$ cat src/rtl/stopwatch_ctrl.sv
// Stopwatch control: button synchronise/debounce, start/stop/lap/reset FSM,
// count-enable gating and display mux. Optional auto-stop on 99 via STOPWATCH_AUTOSTOP_EN.
module stopwatch_ctrl #(
    parameter int DEB_CYCLES = 1000000,
    parameter int DEB_W      = 20
) (
    input  logic       clk_50MHz,
    input  logic       clr,
    input  logic       ss_btn,
    input  logic       lr_btn,
    input  logic       tick_in,
    input  logic [3:0] high_in,
    input  logic [3:0] low_in,
    output logic       cnt_en,
    output logic       cnt_clr,
    output logic [3:0] disp_high,
    output logic [3:0] disp_low,
    output logic       running,
    output logic       lap_active,
    output logic       ovf
);

    localparam logic [DEB_W-1:0] DEB_LAST = DEB_W'(DEB_CYCLES - 1);
    localparam int BTN_SS = 0;
    localparam int BTN_LR = 1;

    typedef enum logic [1:0] {
        S_IDLE,
        S_RUN,
        S_LAP,
        S_PAUSE
    } state_e;

    // ------------------------------------------------------------------
    // Button path: both buttons share the same logic, indexed by BTN_*
    // ------------------------------------------------------------------
    logic [1:0]       btn_raw;
    logic [1:0]       sync1_q, sync1_d;
    logic [1:0]       sync2_q, sync2_d;
    logic [1:0]       stable_q, stable_d;
    logic [1:0]       press_q, press_d;
    logic [DEB_W-1:0] deb_cnt_q [2];
    logic [DEB_W-1:0] deb_cnt_d [2];

    assign btn_raw = {lr_btn, ss_btn};

    // NOTE: every *_d gets its hold/default value first, so no path through
    // a combinational block can leave a signal unassigned and infer a latch.
    always_comb begin
        sync1_d = btn_raw;
        sync2_d = sync1_q;
        for (int b = 0; b < 2; b++) begin
            stable_d[b]  = stable_q[b];
            deb_cnt_d[b] = '0;
            if (sync2_q[b] != stable_q[b]) begin
                if (deb_cnt_q[b] == DEB_LAST) begin
                    stable_d[b] = sync2_q[b];
                end else begin
                    deb_cnt_d[b] = deb_cnt_q[b] + DEB_W'(1);
                end
            end
        end
        press_d = stable_d & ~stable_q;
    end

    logic ss_evt;
    logic lr_evt;

    assign ss_evt = press_q[BTN_SS];
    assign lr_evt = press_q[BTN_LR];

    // ------------------------------------------------------------------
    // Control FSM
    // ------------------------------------------------------------------
    state_e     state_q, state_d;
    logic       cnt_en_q, cnt_en_d;
    logic       cnt_clr_q, cnt_clr_d;
    logic [3:0] lap_high_q, lap_high_d;
    logic [3:0] lap_low_q, lap_low_d;
    logic       run_like;
    logic       ss_blocked;

    assign run_like = (state_q == S_RUN) || (state_q == S_LAP);

`ifdef STOPWATCH_AUTOSTOP_EN
    logic ovf_q, ovf_d;
    logic at_max;

    assign at_max     = (high_in == 4'd9) && (low_in == 4'd9);
    assign ss_blocked = ovf_q;
`else
    assign ss_blocked = 1'b0;
`endif

    always_comb begin
        state_d    = state_q;
        lap_high_d = lap_high_q;
        lap_low_d  = lap_low_q;
        cnt_clr_d  = 1'b0;
        // State is sampled before the transition, so a tick coincident with
        // a stop event still counts.
        cnt_en_d   = tick_in && run_like;
`ifdef STOPWATCH_AUTOSTOP_EN
        ovf_d      = ovf_q;
`endif

        // ss has priority: when it fires, a simultaneous lr is dropped.
        unique case (state_q)
            S_IDLE: begin
                if (ss_evt) begin
                    state_d = S_RUN;
                end else if (lr_evt) begin
                    cnt_clr_d = 1'b1;
                end
            end
            S_RUN: begin
                if (ss_evt) begin
                    state_d = S_PAUSE;
                end else if (lr_evt) begin
                    state_d    = S_LAP;
                    lap_high_d = high_in;
                    lap_low_d  = low_in;
                end
            end
            S_LAP: begin
                if (ss_evt) begin
                    state_d = S_PAUSE;
                end else if (lr_evt) begin
                    state_d = S_RUN;
                end
            end
            S_PAUSE: begin
                if (ss_evt) begin
                    if (!ss_blocked) begin
                        state_d = S_RUN;
                    end
                end else if (lr_evt) begin
                    state_d   = S_IDLE;
                    cnt_clr_d = 1'b1;
`ifdef STOPWATCH_AUTOSTOP_EN
                    ovf_d     = 1'b0;
`endif
                end
            end
            default: state_d = S_IDLE;
        endcase

`ifdef STOPWATCH_AUTOSTOP_EN
        // Counting past 99 is refused: the tick is swallowed and the watch stops.
        if (tick_in && run_like && at_max) begin
            cnt_en_d = 1'b0;
            state_d  = S_PAUSE;
            ovf_d    = 1'b1;
        end
`endif
    end

    // NOTE: sequential state is written only with non-blocking assignments so
    // every flop samples the pre-edge value of every other flop.
    always_ff @(posedge clk_50MHz) begin
        if (clr) begin
            sync1_q    <= '0;
            sync2_q    <= '0;
            stable_q   <= '0;
            press_q    <= '0;
            deb_cnt_q  <= '{default: '0};
            state_q    <= S_IDLE;
            cnt_en_q   <= 1'b0;
            cnt_clr_q  <= 1'b0;
            lap_high_q <= '0;
            lap_low_q  <= '0;
`ifdef STOPWATCH_AUTOSTOP_EN
            ovf_q      <= 1'b0;
`endif
        end else begin
            sync1_q    <= sync1_d;
            sync2_q    <= sync2_d;
            stable_q   <= stable_d;
            press_q    <= press_d;
            deb_cnt_q  <= deb_cnt_d;
            state_q    <= state_d;
            cnt_en_q   <= cnt_en_d;
            cnt_clr_q  <= cnt_clr_d;
            lap_high_q <= lap_high_d;
            lap_low_q  <= lap_low_d;
`ifdef STOPWATCH_AUTOSTOP_EN
            ovf_q      <= ovf_d;
`endif
        end
    end

    // ------------------------------------------------------------------
    // Outputs
    // ------------------------------------------------------------------
    assign cnt_en     = cnt_en_q;
    assign cnt_clr    = cnt_clr_q;
    assign running    = run_like;
    assign lap_active = (state_q == S_LAP);
    assign disp_high  = lap_active ? lap_high_q : high_in;
    assign disp_low   = lap_active ? lap_low_q  : low_in;

`ifdef STOPWATCH_AUTOSTOP_EN
    assign ovf = ovf_q;
`else
    assign ovf = 1'b0;
`endif

endmodule
$ cat config.mk
export PLATFORM = sky130hd
export DESIGN_NAME = stopwatch_ctrl
export DESIGN_NICKNAME = d
export VERILOG_FILES = /design/src/rtl/stopwatch_ctrl.sv
export SDC_FILE = /design/constraint.sdc
export NUM_CORES = 1
export LEC_CHECK = 0
export CORE_ASPECT_RATIO = 0.9
export CORE_MARGIN = 2
export CORE_UTILIZATION = 30
export DETAILED_ROUTE_END_ITERATION = 10
export PLACE_DENSITY_LB_ADDON = 0.1
export SETUP_SLACK_MARGIN = 0.1
export SLEW_MARGIN = 20
export SYNTH_ARGS = -nofsm -noshare
export SYNTH_HDL_FRONTEND = slang
export SYNTH_SLANG_ARGS = --single-unit
$ cat constraint.sdc
create_clock -name clk_50MHz -period 3.9 [get_ports clk_50MHz]
set_input_delay 0.39 -clock clk_50MHz [delete_from_list [all_inputs] [get_ports clk_50MHz]]
set_output_delay 0.39 -clock clk_50MHz [all_outputs]
set_load 0.05 [all_outputs]
# Word level (Yosys, flattened, before mapping)
# Cells that the tools add are included.
[totals]
ff_bits = 60
inputBits = 13
out_inout_bits = 13
elab_cells = 54
[op_classes]
addsub = 2
eq_ne = 11
muxes = 15
bitwise = 6
reduce_logical = 9
[op_table]
columns = ["operator", "n"]
rows = [
  ["$add 20x1->20 const B", 2],
  ["$eq 20x20->1 const B", 2],
  ["$mux 2", 7],
  ["$reduce_or 3->1", 3],
  ["$mux 4", 2],
  ["$pmux 2 s4", 1],
  ["$ne 3x3->1 const B", 2],
  ["$mux 1", 5],
  ["$eq 2x2->1 const B", 2],
  ["$not 1->1", 4],
  ["$reduce_and 4->1", 1],
  ["$ne 3x1->1 const B", 1],
  ["$reduce_and 3->1", 1],
  ["$and 2x2->2", 1],
  ["$eq 2x1->1 const B", 1],
  ["$logic_not 2->1", 1],
  ["$ne 1x1->1", 2],
  ["$ne 2x2->1 const B", 1],
  ["$not 2->2", 1],
  ["$reduce_or 2->1", 1],
  ["$logic_and 1x1->1", 1],
  ["$logic_or 1x1->1", 1],
]

# Logic depth before layout (Yosys ltp)
# Gate-level depths: netlist (run 1).
[logic_depth]
word_depth = 4
mapped_depth = 7
mapped_depth_nobuf = 6

# Worst setup path after synthesis (run 1)
# OpenSTA, ideal clock, no wires.
[synth_path]
path_type = "register to output"
from = "register state_q[0]"
to = "output disp_high[0]"
arrival_time_ps = 1812
t_required_ps = 3510
setup_slack_ps = 1698
path_stages_with_launch = 5
path_buffers = 1
cell_sequence = "dfxtp_1 -> inv_1 -> ha_1 -> clkbuf_1 -> mux2_2"
[synth_between]
elab_chain_len = 2
[synth_lines]
columns = ["item", "line_no", "source"]
rows = [
  ["start, declared", "75", "state_e state_q, state_d;"],
  ["start signal, assigned", "181", "state_q <= state_d;"],
  ["$eq 2x2->1", "198", "assign lap_active = (state_q == S_LAP);"],
  ["named net lap_active", "19", "output logic lap_active,"],
  ["$mux 4", "199", "assign disp_high = lap_active ? lap_high_q : high_in;"],
  ["end, declared", "16", "output logic [3:0] disp_high,"],
]
# The timed path passes the listed nets, and every way through them passes these cells.

# Worst setup path after layout (run 1)
[layout_path]
from = "register state_q[0]"
to = "output disp_low[3]"
[layout_between]
elab_chain_len = 2
[layout_lines]
columns = ["item", "line_no", "source"]
rows = [
  ["$eq 2x2->1", "198", ""],
  ["$mux 4", "200", "assign disp_low = lap_active ? lap_low_q : low_in;"],
  ["end, declared", "17", "output logic [3:0] disp_low,"],
]
# No other way between the ends.

==> results.py, run 1 <==
metrics = {
    "status": {
        "status": "completed",
    },
    "yosys": {
        "synthTopCellsByCount": "dfxtp_1, nor2_1, xnor2_1",
        "synth-seq-area-share_pct": 43.7,
        "number_of_distinct_library_cells_after_synthesis": 42,
        "synthesis.instances": 304,
        "synth.most_common_cell": "dfxtp_1",
        "yosys.area.top_type_share_pct": 43.7,
        "synth-edff-count": 0,
        "synth_top_cells_by_area": "dfxtp_1, xnor2_1, nor2_1, mux2_2, ha_1",
        "ys_seq_elements": 60,
        "synth-async-reset-ratio_pct": 0,
        "yosys_warnings": 0,
        "post_synth_instance_area_um2": 2750,
        "ys.flop_type": "dfxtp_1",
        "yosys.area.top_type": "dfxtp_1",
        "post_synth.cell_area_avg_um2": 9.04,
        "synthesis.nets": 324,
    },
    "sta": {
        "setup-violations-final": 0,
        "slew_viol_final": 0,
        "grt_setup_unrepaired": "no",
        "slew_worst_pin_ns": 0.806,
        "period_share_pct": 72.0,
        "final_hold_violation_count": 0,
        "clock-skew-final_ns": 0.0113,
        "final_critical_path_setup_slack_ns": 1.09,
        "setup_total_negative_slack_ns": 0,
        "fin_crit_ns": 2.81,
        "final.hold.worst_slack_ns": 0.443,
        "max_freq_mhz": 356,
        "relSlewSlack_pct": 46.3,
    },
    "placement": {
        "port_buffers": 24,
        "dp_hpwl_um": 3820,
        "placer_congestion": 0.775,
        "setup_ws_pre_cts_ns": 1.41,
    },
    "floorplanning": {
        "die_width_um": 105,
        "std_cell_rows": 33,
        "die-height_um": 94.8,
        "die-area_um2": 9940,
        "start_util_pct": 30.5,
        "core-area_um2": 9000,
        "io_pins": 26,
    },
    "clock_network": {
        "cts_root_buffer": "clkbuf_8",
        "cts_tree": "done",
        "cts_max_path_buffers": 2,
        "cts_repair_resize_count": 0,
        "hold_buffers": 0,
        "cts_setup_buffers": 0,
        "clock_latency_ns": 0.34,
        "clock_slew_at_the_register_clock_pins_of_the_worst_setup_and_hold_paths_ns": 0.07,
        "numClockSinks": 60,
        "cts_buffers": 9,
        "cts_htree_levels": 3,
    },
    "worst_setup_path": {
        "worst_ep_required_time_ns": 3.51,
        "sort_of_element_at_the_start_of_the_critical_path": "flop",
        "r2r-end": "deb_cnt_q[38]",
        "type_of_the_worst_setup_path": "reg -> out",
        "data_arrival_time_of_the_critical_path_ns": 2.42,
        "r2r_cells": 5,
        "timing.critical_path.fanout_max": 11,
        "critical_path.endpoint_type": "output port",
        "worst_setup_path_startpoint": "state_q[0]",
        "capturing_element_of_the_worst_setup_path": "disp_low[3]",
        "timing.rr.start": "deb_cnt_q[20]",
        "reg2reg_setup_slack_ns": 1.96,
    },
    "power_and_ir_drop": {
        "power_density_nw_per_um2": 376,
        "irDropWorstVdd_mv": 0.138,
        "power_uw": 1240,
        "power.leakage_uw": 0.00102,
    },
    "final_layout": {
        "num-fill-cells": 954,
        "regArea_um2": 1200,
        "fin_nets": 351,
        "area_delta_synth_final_pct": 19.4,
        "num_antenna_cells": 0,
        "post_route_cells_drive_above_1_share_pct": 8.93,
        "multi_input_comb_area_um2": 1460,
    },
    "flow_run": {
        "timing.max_cap.violations": 0,
    },
    "drt": {
        "drc_errors": 0,
        "postRouteWirelength_um": 5510,
        "ant_nets": 0,
        "route.detailed.wl_per_inst_um": 12.0,
        "first_iter_violations": 64,
        "detailedRoute.firstPassIterationCount": 4,
        "route.vias.total": 2149,
        "viasPerCell": 4.69,
    },
    "min_path": {
        "timing.hold.worst_path_depth": 1,
        "worst_hold_path_type": "reg -> reg",
        "worstHoldStart": "sync1_q[0]",
    },
    "global_routing": {
        "antenna_violations_before_repair": 0,
        "global_route_wire_length_before_repair_um": 9550,
        "grt_use_total_pct": 12.0,
        "first_global_vias": 2029,
        "maximum_number_of_pins_on_one_net_before_global_route_repair": 24,
        "globalRoute.totalOverflow": 0,
    },
}
## cells in the final DEF (no fill, tap or decap), types with 2 or more instances in the layout
master,netlist,layout
dfxtp_1,60,60
nor2_1,44,44
xnor2_1,26,26
clkdlybuf4s50_1,0,24
nand3_1,14,14
nor4_1,13,13
nand2_1,13,13
inv_1,12,12
nand4_1,10,10
nor3_1,10,10
clkbuf_8,0,10
a21oi_1,9,9
mux2_2,8,8
mux2i_1,8,8
nor2b_1,8,8
ha_1,7,7
or3_1,5,5
o31ai_1,5,5
or4_1,5,5
xor2_1,5,5
and3_1,3,3
o41ai_1,3,3
nor4b_1,3,3
o21ai_0,3,3
nand3b_1,2,2
nor3b_1,2,2
or2_2,2,2
clkinvlp_4,0,2
clkinv_2,0,2
clkbuf_1,7,2
buf_4,1,2
## layer usage
layer  vias to the layer above  global-route usage, %  share of wire, %
met1                       993                   15.1                51
li1                       1125                      -                 -
met4                         0                   3.89              0.63
met3                         2                   4.90               4.5
met2                        29                   18.8                44
met5                         -                      0                 0
## worst min path at each step
stage,to
3_5_place_dp,sync2_q[1]
3_3_place_gp,sync2_q[0]
2_1_floorplan,sync2_q[0]
6_report,sync2_q[0]
5_1_grt,sync2_q[0]
4_1_cts,sync2_q[0]
## final cells by class
type                       instances  share of cell area [%]
tap                              122                    4.65
inverter                          12                    1.37
sequential                        60                    36.6
clock inverter                     4                   0.762
clock buffer                      12                    4.42
timing repair buffer              26                    7.78
multi-input combinational        222                    44.4
## cells by family after synthesis
| logic type | after synthesis | synth area share [%] |
|---|---|---|
| xor gates and xnor gates | 31 | 9.88 |
| muxes | 16 | 6.19 |
| and+or+nand+nor | 143 | 28.1 |
| buffers and inverters | 22 | 3.23 |
| adders and majority gates | 7 | 3.19 |
| AOI/OAI and AO/OA | 24 | 5.60 |
| DFF | 60 | 43.7 |
| other | 1 | 0.136 |
## state kept, by name, indices dropped and copies added, names as in the netlist
name and cells:
cnt_en 1, state_q 2, lap_low_q 4, deb_cnt_q 40, sync1_q 2, sync2_q 2, press_q 2, lap_high_q 4
cnt_clr 1, stable_q 2
## power breakdown
group | switching [µW] | internal [µW]
sequential | 5.43 | 619
clock | 247 | 246
combinational | 71.0 | 46.2
## per-stage QoR
stage               instance area (µm²)  std cells  util (%)
global placement                   3110        442      34.6
detailed placement                 3110        442      34.6
global route                       3280        458      36.5
CTS                                3280        458      36.5
finish                             3280        458      36.5
floorplan                          2750        304         -
## worst max-delay path: stages, from the launching register on
cell and delay, ns:
dfxtp_1 0.34, inv_1 0.16, ha_1 0.49, mux2_2 0.39
clkdlybuf4s50_1 0.70
Note: power is estimated with default switching activity, not from simulation.
==> inputs of run 2 (changes only) <==
- clock period: 3.9 -> 2.4 ns (I/O delays scaled with it)
==> run 2 against run 1 <==
  * Critical path depth down 1
  * Global-route usage up 0.91 points
  * Cell count up 0.66%
  * Sequential share of layout area down 0.29 points
  * Non-clock buffer count up 3
  * Via count up 0.93%
  * First-iteration DRC count up 30%
  * Sequential power up 62%
  * Register-to-register slack worse by 1.5 ns
  * Largest cell class unchanged
  * Largest power group unchanged
==> results.py, run 2 (synthesized netlist as in run 1, its figures left out) <==
metrics = {
    "status": {
        "status": "completed",
    },
    "power_and_ir_drop": {
        "p_sw_share_pct": 25.7,
        "power_switching_uw": 538,
        "power_report.internal_total_uw": 1560,
        "share_clk_of_total_power_pct": 42.6,
        "power.leakage_uw": 0.00107,
        "power_density_nw_per_um2": 633,
        "combPwrFrac_pct": 9.0,
        "sequentialPowerShare_pct": 48.4,
        "irDropWorstVdd_mv": 0.251,
    },
    "clock_network": {
        "numClockSinks": 60,
        "cts_tree": "done",
        "cts_buffers": 9,
        "cts_max_path_buffers": 2,
        "clock_latency_ns": 0.34,
        "cts_root_buffer": "clkbuf_8",
        "cts_htree_levels": 3,
        "clock_slew_at_the_register_clock_pins_of_the_worst_setup_and_hold_paths_ns": 0.07,
    },
    "sta": {
        "relSlewSlack_pct": 64.4,
        "fin_crit_ns": 2.14,
        "setup-violations-final": 0,
        "grt_setup_unrepaired": "no",
        "max_freq_mhz": 466,
        "slew_viol_final": 0,
        "setup_total_negative_slack_ns": 0,
        "clock-skew-final_ns": 0.0145,
        "final.hold.worst_slack_ns": 0.452,
        "slew_worst_pin_ns": 0.526,
        "period_share_pct": 89.3,
        "final_hold_violation_count": 0,
    },
    "final_layout": {
        "post_route_cells_drive_above_1_share_pct": 12.4,
        "reg_top3": "deb_cnt_q (40), lap_high_q (4), lap_low_q (4)",
        "regMostFlops": "deb_cnt_q",
        "largest_register_ff_count": 40,
        "area_delta_synth_final_pct": 20.4,
        "layout.cells.most_common": "dfxtp_1",
        "num_antenna_cells": 0,
        "fin_nets": 354,
        "layout_common_cells": "dfxtp_1, nor2_1, xnor2_1, clkdlybuf4s50_1, nand3_1",
    },
    "floorplanning": {
        "die-height_um": 94.8,
        "die_width_um": 105,
        "die-area_um2": 9940,
        "std_cell_rows": 33,
        "io_pins": 26,
        "core-area_um2": 9000,
        "start_util_pct": 30.5,
    },
    "drt": {
        "viasPerCell": 4.70,
        "postRouteWirelength_um": 5690,
        "route.vias.total": 2169,
        "drc_errors": 0,
        "route.detailed.wl_per_inst_um": 12.4,
        "first_iter_violations": 83,
        "ant_nets": 0,
        "detailedRoute.firstPassIterationCount": 4,
    },
    "min_path": {
        "worst_hold_path_type": "reg -> reg",
    },
    "placement": {
        "port_buffers": 24,
        "placer_congestion": 0.784,
        "dp_hpwl_um": 3940,
    },
    "worst_setup_path": {
        "cp_cell_sequence": "inv_1 > ha_1 > clkdlybuf4s50_1",
        "worst_ep_required_time_ns": 2.16,
        "cpMaxStageDelayCell": "clkdlybuf4s50_1",
        "timing.critical_path.fanout_max": 6,
        "cp_slowest_stage_delay_ns": 0.82,
        "data_arrival_time_of_the_critical_path_ns": 1.90,
        "sort_of_element_at_the_start_of_the_critical_path": "flop",
        "critical_path.endpoint_type": "output port",
        "type_of_the_worst_setup_path": "reg -> out",
    },
    "global_routing": {
        "grt_use_total_pct": 12.9,
        "antenna_violations_before_repair": 0,
        "global_route_wire_length_before_repair_um": 10400,
        "globalRoute.totalOverflow": 0,
        "first_global_vias": 2194,
        "maximum_number_of_pins_on_one_net_before_global_route_repair": 21,
    },
    "flow_run": {
        "timing.max_cap.violations": 0,
    },
}
==> run 2: cell count changes in the layout (fill, tap and decap cells not counted) <==
cell,previous run,this run
bufinv_16,0,1
buf_4,2,13
dlymetal6s2s_1,0,1
clkbuf_8,10,9
inv_6,0,1
clkdlybuf4s50_1,24,15
clkbuf_1,2,1
==> run 2: area by class of cell <==
class	instances	area [µm²]
Sequential cell	60	1200
Inverter	12	45.0
Fill cell	963	5690
Multi-Input combinational cell	222	1460
Clock buffer	10	128
Tap cell	122	153
Clock inverter	6	63.8
Timing Repair Buffer	29	260
==> run 2: power groups by stage <==
stage,combinational (µW),sequential [µW],clock (µW)
floorplan,121,1040,0
global placement,190,1040,0
detailed placement,188,1040,0
CTS,190,1010,943
global route,204,1020,983
finish,188,1010,893
==> run 2: worst paths after layout <==
check	start	end	slack [ns]	cells past startpoint
worst max-delay path	state_q[0]	lap_active	0.26	3
worst min-delay path	sync1_q[0]	sync2_q[0]	0.45	1
worst max register to register	deb_cnt_q[20]	deb_cnt_q[38]	0.43	5
worst min register to register	sync1_q[0]	sync2_q[0]	0.45	1
==> run 2: per-stage QoR <==
| stage | instances | total power [µW] | instance area, µm² | utilization, % | worst slack (ns) |
|---|---|---|---|---|---|
| 2_1_floorplan | 304 | 1160 | 2750 | - | 0.341 |
| 3_3_place_gp | 445 | 1230 | 3110 | 34.6 | 0.529 |
| 3_5_place_dp | 445 | 1230 | 3110 | 34.6 | 0.489 |
| 4_1_cts | 461 | 2150 | 3310 | 36.7 | 0.149 |
| 5_1_grt | 461 | 2200 | 3310 | 36.8 | 0.139 |
| 6_report | 461 | 2100 | 3310 | 36.8 | 0.256 |
==> run 2: worst max-delay path, delay by kind of cell, from the launching register on <==
kind | cells | cell delay (ns)
fa+ha+maj | 1 | 0.25
buf+inv | 2 | 0.98
flops | 1 | 0.34
==> run 2: layer usage <==
| metal | global-route usage [%] | wire [µm] | vias to the layer above |
|---|---|---|---|
| met5 | 0 | 0 | - |
| met4 | 4.44 | 78 | 0 |
| met3 | 4.49 | 231 | 9 |
| met2 | 19.5 | 2310 | 31 |
| met1 | 17.2 | 3080 | 998 |
| li1 | - | - | 1131 |
==> run 2: timing repair <==
| action | 4_1_cts | 5_1_grt |
|---|---|---|
| gates resized for setup | 0 | 1 |
| endpoints found under the setup margin | 0 | 1 |
| setup buffers | 0 | 0 |
| hold buffers | 0 | 0 |
